$ cat config.mk
export PLATFORM = sky130hd
export DESIGN_NAME = mem_port_arbiter_flat
export DESIGN_NICKNAME = d
export VERILOG_FILES = /design/src/rtl/mem_port_arbiter_if.sv /design/src/rtl/mem_port_arbiter.sv /design/src/flat_wrapper.sv
export SDC_FILE = /design/constraint.sdc
export NUM_CORES = 1
export LEC_CHECK = 0
export BUFFER_PORTS_ARGS = -buffer_cell sky130_fd_sc_hd__buf_4
export CAP_MARGIN = 25
export CORE_AREA = 2 2 86 88
export CTS_CLUSTER_DIAMETER = 80
export DETAILED_ROUTE_END_ITERATION = 8
export DIE_AREA = 0 0 88 90
export HOLD_SLACK_MARGIN = 0.06
export SKIP_LAST_GASP = 1
export SLEW_MARGIN = 30
export SYNTH_ARGS = -nofsm -noshare
export SYNTH_HDL_FRONTEND = slang
export SYNTH_SLANG_ARGS = --single-unit
$ cat constraint.sdc
create_clock -name clk -period 3.4 [get_ports clk]
set_input_delay 0.17 -clock clk [delete_from_list [all_inputs] [get_ports clk]]
set_output_delay 0.17 -clock clk [all_outputs]
set_load 0.05 [all_outputs]
$ cat src/rtl/mem_port_arbiter_if.sv
// Bundle of the two client request/response channels and the memory-side
// control/data lines of mem_port_arbiter. The arbiter uses the slave view;
// clients plus the memory (or a bench standing in for them) use master.
interface mem_port_arbiter_if #(
  parameter int WIDTH = 32,
  parameter int PSIZE = 4
);
  // client 0
  logic             c0_req_valid;
  logic             c0_req_ready;
  logic             c0_req_wr;
  logic [PSIZE-1:0] c0_req_addr;
  logic [WIDTH-1:0] c0_req_wdata;
  logic             c0_rsp_valid;
  logic [WIDTH-1:0] c0_rsp_rdata;

  // client 1
  logic             c1_req_valid;
  logic             c1_req_ready;
  logic             c1_req_wr;
  logic [PSIZE-1:0] c1_req_addr;
  logic [WIDTH-1:0] c1_req_wdata;
  logic             c1_rsp_valid;
  logic [WIDTH-1:0] c1_rsp_rdata;

  // memory side
  logic             mem_wr;
  logic             mem_rd;
  logic [PSIZE-1:0] mem_wr_addr;
  logic [PSIZE-1:0] mem_rd_addr;
  logic [WIDTH-1:0] mem_wdata;
  logic [WIDTH-1:0] mem_rdata;

  modport slave (
    input  c0_req_valid, c0_req_wr, c0_req_addr, c0_req_wdata,
    output c0_req_ready, c0_rsp_valid, c0_rsp_rdata,
    input  c1_req_valid, c1_req_wr, c1_req_addr, c1_req_wdata,
    output c1_req_ready, c1_rsp_valid, c1_rsp_rdata,
    output mem_wr, mem_rd, mem_wr_addr, mem_rd_addr, mem_wdata,
    input  mem_rdata
  );

  modport master (
    output c0_req_valid, c0_req_wr, c0_req_addr, c0_req_wdata,
    input  c0_req_ready, c0_rsp_valid, c0_rsp_rdata,
    output c1_req_valid, c1_req_wr, c1_req_addr, c1_req_wdata,
    input  c1_req_ready, c1_rsp_valid, c1_rsp_rdata,
    input  mem_wr, mem_rd, mem_wr_addr, mem_rd_addr, mem_wdata,
    output mem_rdata
  );
endinterface

$ cat src/rtl/mem_port_arbiter.sv
// Two-client round-robin arbiter in front of a single-port register memory.
// At most one request is granted per cycle, so the memory never sees write
// and read together. Read data is routed back to the requesting client one
// cycle after issue; the memory itself supplies the registered read data.
// WIDTH must be even (the memory half-swaps words at upper addresses; this
// block passes data through untouched).
module mem_port_arbiter #(
  parameter int WIDTH = 32,
  parameter int PSIZE = 4
) (
  input  logic                clk,
  input  logic                rst_n,
  mem_port_arbiter_if.slave   bus
);

  // prio_q = 0 -> client 0 wins a tie, 1 -> client 1 wins a tie
  logic prio_q, prio_d;
  logic rd_pend_q, rd_pend_d;
  logic rd_owner_q, rd_owner_d;

  logic             gnt0;
  logic             gnt1;
  logic             gnt_any;
  logic             sel_wr;
  logic [PSIZE-1:0] sel_addr;
  logic [WIDTH-1:0] sel_wdata;
  logic             issue_wr;
  logic             issue_rd;

  // Grant selection: a lone valid client always wins, a tie goes to prio.
  always_comb begin
    gnt0    = bus.c0_req_valid & (~bus.c1_req_valid | ~prio_q);
    gnt1    = bus.c1_req_valid & (~bus.c0_req_valid |  prio_q);
    gnt_any = gnt0 | gnt1;
  end

  // Mux the winning request; nothing leaks through without a grant.
  always_comb begin
    sel_wr    = 1'b0;
    sel_addr  = '0;
    sel_wdata = '0;
    if (gnt0) begin
      sel_wr    = bus.c0_req_wr;
      sel_addr  = bus.c0_req_addr;
      sel_wdata = bus.c0_req_wdata;
    end else if (gnt1) begin
      sel_wr    = bus.c1_req_wr;
      sel_addr  = bus.c1_req_addr;
      sel_wdata = bus.c1_req_wdata;
    end
    issue_wr = gnt_any &  sel_wr;
    issue_rd = gnt_any & ~sel_wr;
  end

  // Memory-side drive; wr and rd come from one grant so they are exclusive.
  always_comb begin
    bus.mem_wr      = issue_wr;
    bus.mem_rd      = issue_rd;
    bus.mem_wr_addr = issue_wr ? sel_addr  : '0;
    bus.mem_rd_addr = issue_rd ? sel_addr  : '0;
    bus.mem_wdata   = issue_wr ? sel_wdata : '0;
    bus.c0_req_ready = gnt0;
    bus.c1_req_ready = gnt1;
  end

  // Next-state: pointer flips away from whoever was served; a read grant
  // books the response slot for the next cycle.
  always_comb begin
    prio_d     = gnt_any ? gnt0 : prio_q;
    rd_pend_d  = issue_rd;
    rd_owner_d = issue_rd ? gnt1 : rd_owner_q;
  end

  // State registers; reset drops any read in flight so it never responds.
  always_ff @(posedge clk or negedge rst_n) begin
    if (!rst_n) begin
      prio_q     <= 1'b0;
      rd_pend_q  <= 1'b0;
      rd_owner_q <= 1'b0;
    end else begin
      prio_q     <= prio_d;
      rd_pend_q  <= rd_pend_d;
      rd_owner_q <= rd_owner_d;
    end
  end

  // Response steering: only the owner sees valid and data, the other gets 0.
  always_comb begin
    bus.c0_rsp_valid = rd_pend_q & ~rd_owner_q;
    bus.c1_rsp_valid = rd_pend_q &  rd_owner_q;
    bus.c0_rsp_rdata = bus.c0_rsp_valid ? bus.mem_rdata : '0;
    bus.c1_rsp_rdata = bus.c1_rsp_valid ? bus.mem_rdata : '0;
  end

endmodule

$ cat src/flat_wrapper.sv
// flat-port wrapper written by rule: the top's interface ports become plain ports
module mem_port_arbiter_flat 
#(
  parameter int WIDTH = 32,
  parameter int PSIZE = 4
)
  (clk, rst_n, bus_c0_req_valid, bus_c0_req_wr, bus_c0_req_addr, bus_c0_req_wdata, bus_c0_req_ready, bus_c0_rsp_valid, bus_c0_rsp_rdata, bus_c1_req_valid, bus_c1_req_wr, bus_c1_req_addr, bus_c1_req_wdata, bus_c1_req_ready, bus_c1_rsp_valid, bus_c1_rsp_rdata, bus_mem_wr, bus_mem_rd, bus_mem_wr_addr, bus_mem_rd_addr, bus_mem_wdata, bus_mem_rdata);
  mem_port_arbiter_if #(.WIDTH(WIDTH), .PSIZE(PSIZE)) bus_i ();
  input  logic clk;
  input  logic rst_n;
  input wire logic [$bits(bus_i.c0_req_valid)-1:0] bus_c0_req_valid;
  input wire logic [$bits(bus_i.c0_req_wr)-1:0] bus_c0_req_wr;
  input wire logic [$bits(bus_i.c0_req_addr)-1:0] bus_c0_req_addr;
  input wire logic [$bits(bus_i.c0_req_wdata)-1:0] bus_c0_req_wdata;
  output wire logic [$bits(bus_i.c0_req_ready)-1:0] bus_c0_req_ready;
  output wire logic [$bits(bus_i.c0_rsp_valid)-1:0] bus_c0_rsp_valid;
  output wire logic [$bits(bus_i.c0_rsp_rdata)-1:0] bus_c0_rsp_rdata;
  input wire logic [$bits(bus_i.c1_req_valid)-1:0] bus_c1_req_valid;
  input wire logic [$bits(bus_i.c1_req_wr)-1:0] bus_c1_req_wr;
  input wire logic [$bits(bus_i.c1_req_addr)-1:0] bus_c1_req_addr;
  input wire logic [$bits(bus_i.c1_req_wdata)-1:0] bus_c1_req_wdata;
  output wire logic [$bits(bus_i.c1_req_ready)-1:0] bus_c1_req_ready;
  output wire logic [$bits(bus_i.c1_rsp_valid)-1:0] bus_c1_rsp_valid;
  output wire logic [$bits(bus_i.c1_rsp_rdata)-1:0] bus_c1_rsp_rdata;
  output wire logic [$bits(bus_i.mem_wr)-1:0] bus_mem_wr;
  output wire logic [$bits(bus_i.mem_rd)-1:0] bus_mem_rd;
  output wire logic [$bits(bus_i.mem_wr_addr)-1:0] bus_mem_wr_addr;
  output wire logic [$bits(bus_i.mem_rd_addr)-1:0] bus_mem_rd_addr;
  output wire logic [$bits(bus_i.mem_wdata)-1:0] bus_mem_wdata;
  input wire logic [$bits(bus_i.mem_rdata)-1:0] bus_mem_rdata;
  assign bus_i.c0_req_valid = bus_c0_req_valid;
  assign bus_i.c0_req_wr = bus_c0_req_wr;
  assign bus_i.c0_req_addr = bus_c0_req_addr;
  assign bus_i.c0_req_wdata = bus_c0_req_wdata;
  assign bus_c0_req_ready = bus_i.c0_req_ready;
  assign bus_c0_rsp_valid = bus_i.c0_rsp_valid;
  assign bus_c0_rsp_rdata = bus_i.c0_rsp_rdata;
  assign bus_i.c1_req_valid = bus_c1_req_valid;
  assign bus_i.c1_req_wr = bus_c1_req_wr;
  assign bus_i.c1_req_addr = bus_c1_req_addr;
  assign bus_i.c1_req_wdata = bus_c1_req_wdata;
  assign bus_c1_req_ready = bus_i.c1_req_ready;
  assign bus_c1_rsp_valid = bus_i.c1_rsp_valid;
  assign bus_c1_rsp_rdata = bus_i.c1_rsp_rdata;
  assign bus_mem_wr = bus_i.mem_wr;
  assign bus_mem_rd = bus_i.mem_rd;
  assign bus_mem_wr_addr = bus_i.mem_wr_addr;
  assign bus_mem_rd_addr = bus_i.mem_rd_addr;
  assign bus_mem_wdata = bus_i.mem_wdata;
  assign bus_i.mem_rdata = bus_mem_rdata;
  mem_port_arbiter #(.WIDTH(WIDTH), .PSIZE(PSIZE)) u_core (.clk(clk), .rst_n(rst_n), .bus(bus_i));
endmodule
==> flow_summary.ini, run 1 <==
[finish]
drive_above_1_share_pct = 59.59
post-route-util_pct = 41.58
mostFrequentLayoutCell = buf_4
area_growth_pct = 148.7
antennaDiodeCount = 0
layout_common_cells = buf_4 (222), nor2_1 (43), a32oi_1 (36)
fin_nets = 497

[power_and_ir_drop]
p_total_mw = 1.022
clkPwrFrac_pct = 10.4
pwr-share-comb_pct = 84.2
leakage_nw = 1.629
ir_worst_vdd_uv = 148.4
p_int_mw = 0.4135
p_per_area_nw_per_um2 = 350.1
seqPwrFrac_pct = 5.3
switching_share_pct = 59.53
power.net_switching_mw = 0.6084

[timing]
slew_headroom_pct = 43.70
final.setup.tns_ps = 0
rsz0062_at_grt = no
tightest_slew_ps = 844.6
setup_viol = 0
fin_crit_sh_pct = 72.44
slew_violations = 0
min_period_ps = 2463
fmaxAchievable_mhz = 406.0
hold_viol = 0
fin_worst_skew_ps = 4.561

[clocking]
clk_latency_ps = 220
htree_levels = 1
cts_tree = built
clk_pin_slew_ps = 30
post_cts_buffers = 0
cts_sinks = 3
numCtsBuffers = 3
root_buffer = clkbuf_8
holdBufCountCts = 1
ctsResizeCount = 0
clk_path_buf_depth = 2

[synth]
yosys_warnings = 0
synth-edff-count = 0
ys_seq_area_share_pct = 6.397
async_reset_ff_share_pct = 100.0
yosysUniqueCellTypes = 18
syn_inst = 183
syn_area_per_cell_sq_um = 6.413
synth_nets = 293
ys.flop_type = dfrtp_1
synth-seq-cells = 3
syn_area_sq_um = 1174

[floorplan]
io_pins = 220
die_w_um = 88
initial_utilization_pct = 16.72
num_rows = 31
design.die.area_sq_um = 7920
die_y_um = 90
coreArea_sq_um = 7020

[job]
maxCapViolations = 0

[critical_path]
cp_data_required_time_ps = 3230
cp-start-kind = register
crit_path_cell_trace = nand2b_4, a32oi_4, buf_8, inv_2, nor2_1, buf_4
critPathTopFamily = compound AO/OA/AOI/OAI gates
crit_path_max_fanout = 39
crit_path_end_kind = primary output
crit_type = register to primary output
critPathArrivalTime_ps = 2290
critPathSlowestCell = a32oi_4
cpPeakStageDelay_ps = 560
worstPathBufferInverterCount = 3

[drt]
drc = 0
drt_iter0_markers = 29
detail-route-antenna-nets = 0
routed_wl_um = 6596
routed_via_density = 4.468
num_vias = 2167
dr.pass1.iters = 4
routedWlPerCell_um = 13.60

[outcome]
status = completed

[placed_design]
place_hpwl_um = 5207
gp_congestion = 0.7402
io_buffers = 219

[global_routing]
grt_use_met2_pct = 28.66
gr-total-overflow = 0
grt_pass1_vias = 2061
grt_max_degree = 43
grt_pass1_wl_um = 9867
grt_util_met3_pct = 3.857
grt_use_met1_pct = 16.25
antenna_found_initial = 0
grtUsageTotal_pct = 15.00
busiest_layer = met2

[hold_path]
holdCritPathClass = primary input to register
## per-stage QoR
stage	cells	worst slack (ps)	hold slack, ps	area (sq um)
floorplan	183	1380	-125.6	1174
global placement	479	934.1	-33.47	2849
detailed placement	480	1168	-34.10	2864
CTS	485	928.7	237.3	2919
global route	485	762.0	251.0	2919
finish	485	937.1	234.5	2919
## worst paths after layout
kind	start	endpoint	slack, ps	cells after the start
worst max register to register	u_core.prio_q	u_core.rd_pend_q	1460	5
max in group asynchronous	rst_n	u_core.rd_owner_q	3020	2
worst min register to register	u_core.prio_q	u_core.prio_q	550	1
min in group asynchronous	rst_n	u_core.rd_pend_q	280	2
worst min-delay path	bus_c0_req_wr	u_core.rd_owner_q	230	3
worst max-delay path	u_core.prio_q	bus_mem_rd	940	6
## kinds of logic after synthesis
family / after synthesis / synth area share [%]
AO/OA/AOI/OAI: 41 / 31.56
AND/OR/NAND/NOR: 111 / 50.64
flip-flops: 3 / 6.396
buffers and inverters: 28 / 11.41
## power groups by stage
stage	logic (mW)	registers [mW]	clock network, mW
global route	0.908	0.0561	0.112
finish	0.861	0.0542	0.107
floorplan	0.569	0.0473	0
detailed placement	0.867	0.0542	0
global placement	0.861	0.0538	0
CTS	0.868	0.0542	0.110
## sequential cells by signal, indices dropped and copies added (netlist names)
name               cells
u_core.rd_owner_q      1
u_core.rd_pend_q       1
u_core.prio_q          1
## worst reg2reg max path, cell delays in order (launching register included)
cell and delay, ps:
dfrtp_1 420, nand2b_4 360, a32oi_4 580, buf_8 250, inv_2 100, nor2_1 140
## cell type report
class	instances	area (sq um)
fill	746	4101
timing repair buffer	224	1692
multi-input combinational	152	972.2
tap	99	123.9
sequential	3	75.07
clock buffer	4	45.04
inverter	3	11.26
## cell usage after synthesis, types with 2 or more instances
library cell | number | area [sq um]
nor2_1 | 43 | 161.4
and2_1 | 34 | 212.7
buf_6 | 2 | 22.52
buf_2 | 8 | 40.04
dfrtp_1 | 3 | 75.07
inv_1 | 2 | 7.510
clkbuf_1 | 13 | 48.80
a32oi_1 | 36 | 315.3
a21oi_1 | 2 | 10.01
and3_1 | 32 | 200.2
## layer usage
layer,vias to the layer above,part of all wire [%],wire length (um)
met5,-,0,0
met2,139,52,3462
li1,1075,-,-
met1,953,35,2316
met4,0,0,0
met3,0,12,817
Power figures use the tool's default switching activity.
==> run 2, diff against run 1 <==
==> constraint.sdc (replaced) <==
create_clock -name clk -period 2.5 [get_ports clk]
set_input_delay 0.125 -clock clk [delete_from_list [all_inputs] [get_ports clk]]
set_output_delay 0.125 -clock clk [all_outputs]
set_load 0.05 [all_outputs]
==> run 2 against run 1 <==
Worst hold slack worse by 70 ps. Non-clock buffer count up 3. First-iteration DRC count up 76%. Register-to-register slack worse by 330 ps.
==> flow_summary.ini, run 2 (synthesis results as in run 1) <==
[global_routing]
grt_max_degree = 39
grt_pass1_wl_um = 9818
antenna_found_initial = 0
grt_pass1_vias = 1989
gr-total-overflow = 0
grtUsageTotal_pct = 15.14

[clocking]
numCtsBuffers = 3
clk_pin_slew_ps = 30
root_buffer = clkbuf_8
cts_tree = built
htree_levels = 1
clk_path_buf_depth = 2
clk_latency_ps = 210
cts_sinks = 3

[floorplan]
die_w_um = 88
initial_utilization_pct = 16.72
num_rows = 31
io_pins = 220
coreArea_sq_um = 7020
die_y_um = 90
design.die.area_sq_um = 7920

[power_and_ir_drop]
leakage_nw = 1.641
ir_worst_vdd_uv = 202.3
p_per_area_nw_per_um2 = 473.5

[drt]
drt_iter0_markers = 51
num_vias = 2203
routedWlPerCell_um = 13.84
routed_via_density = 4.514
detail-route-antenna-nets = 0
routed_wl_um = 6754
dr.pass1.iters = 4
drc = 0

[timing]
final.setup.tns_ps = 0
slew_violations = 0
min_period_ps = 1968
hold_viol = 0
slew_headroom_pct = 73.19
setup_viol = 0
fin_crit_sh_pct = 78.71
tightest_slew_ps = 402.1
fmaxAchievable_mhz = 508.2
rsz0062_at_grt = no
fin_worst_skew_ps = 1.462

[finish]
drive_above_1_share_pct = 59.90
antennaDiodeCount = 0
area_growth_pct = 150.0
fin_nets = 500
reg_top3 = u_core.prio_q x1, u_core.rd_owner_q x1, u_core.rd_pend_q x1
post-route-util_pct = 41.79
mostFrequentLayoutCell = buf_4
layout_common_cells = buf_4 (226), nor2_1 (43), a32oi_1 (36)

[critical_path]
crit_path_cell_trace = nand2b_4, a32oi_4, buf_4, nor2_1, buf_4
crit_top_cell = buf_4
critPathTopFamily = buffers and inverters
crit_type = register to primary output
crit_path_end_kind = primary output
worstPathBufferInverterCount = 2
cp_data_required_time_ps = 2380
cpPeakStageDelay_ps = 420
critPathSlowestCell = dfrtp_1
cp-start-kind = register
crit_path_max_fanout = 31
critPathArrivalTime_ps = 1840

[hold_path]
holdCritPathClass = primary input to register

[job]
maxCapViolations = 0

[placed_design]
gp_congestion = 0.7458
io_buffers = 219
place_hpwl_um = 5414

[outcome]
status = completed
## run 2: final cells by class
cell class | instances | area (sq um)
Clock buffer | 4 | 45.04
Fill cell | 743 | 4086
Inverter | 3 | 11.26
Multi-Input combinational cell | 152 | 972.2
Sequential cell | 3 | 75.07
Tap cell | 99 | 123.9
Timing Repair Buffer | 227 | 1707
## run 2: metal layers
metal | GRT usage [%] | up-vias | wire (um)
li1 | - | 1085 | -
met3 | 4.591 | 8 | 874
met5 | 0 | - | 0
met2 | 27.65 | 146 | 3457
met1 | 16.37 | 964 | 2319
met4 | 4.359 | 0 | 102
## run 2: power breakdown
part           switching (mW)  internal (mW)
sequential            0.00604         0.0560
clock                  0.0298          0.109
combinational           0.788          0.401
## run 2: worst paths after layout
check	startpoint	to	slack, ps	depth (start not counted)
worst max-delay path	u_core.prio_q	bus_mem_wdata[21]	530	5
worst min-delay path	bus_c1_req_valid	u_core.prio_q	160	2
worst max register to register	u_core.prio_q	u_core.rd_owner_q	1130	3
worst min register to register	u_core.prio_q	u_core.prio_q	560	1
max in group asynchronous	rst_n	u_core.rd_owner_q	2160	2
min in group asynchronous	rst_n	u_core.rd_pend_q	250	2
## run 2: per-stage QoR
stage               setup slack, ps  cells  hold slack, ps  area, sq um  power (mW)
global placement              788.1    483          -81.82         2879       1.255
floorplan                     480.3    183          -170.6         1174      0.8388
detailed placement            741.8    483          -81.41         2879       1.258
CTS                           514.6    488           161.0         2934       1.401
finish                        532.2    488           164.1         2934       1.389
global route                  435.5    488           175.7         2934       1.458
## run 2: repair_timing
| item | 4_1_cts | 5_1_grt |
|---|---|---|
| endpoints found under the hold margin | 3 | 0 |
| setup buffers | 0 | 0 |
| hold buffers | 1 | 0 |
| resized for setup | 0 | 0 |
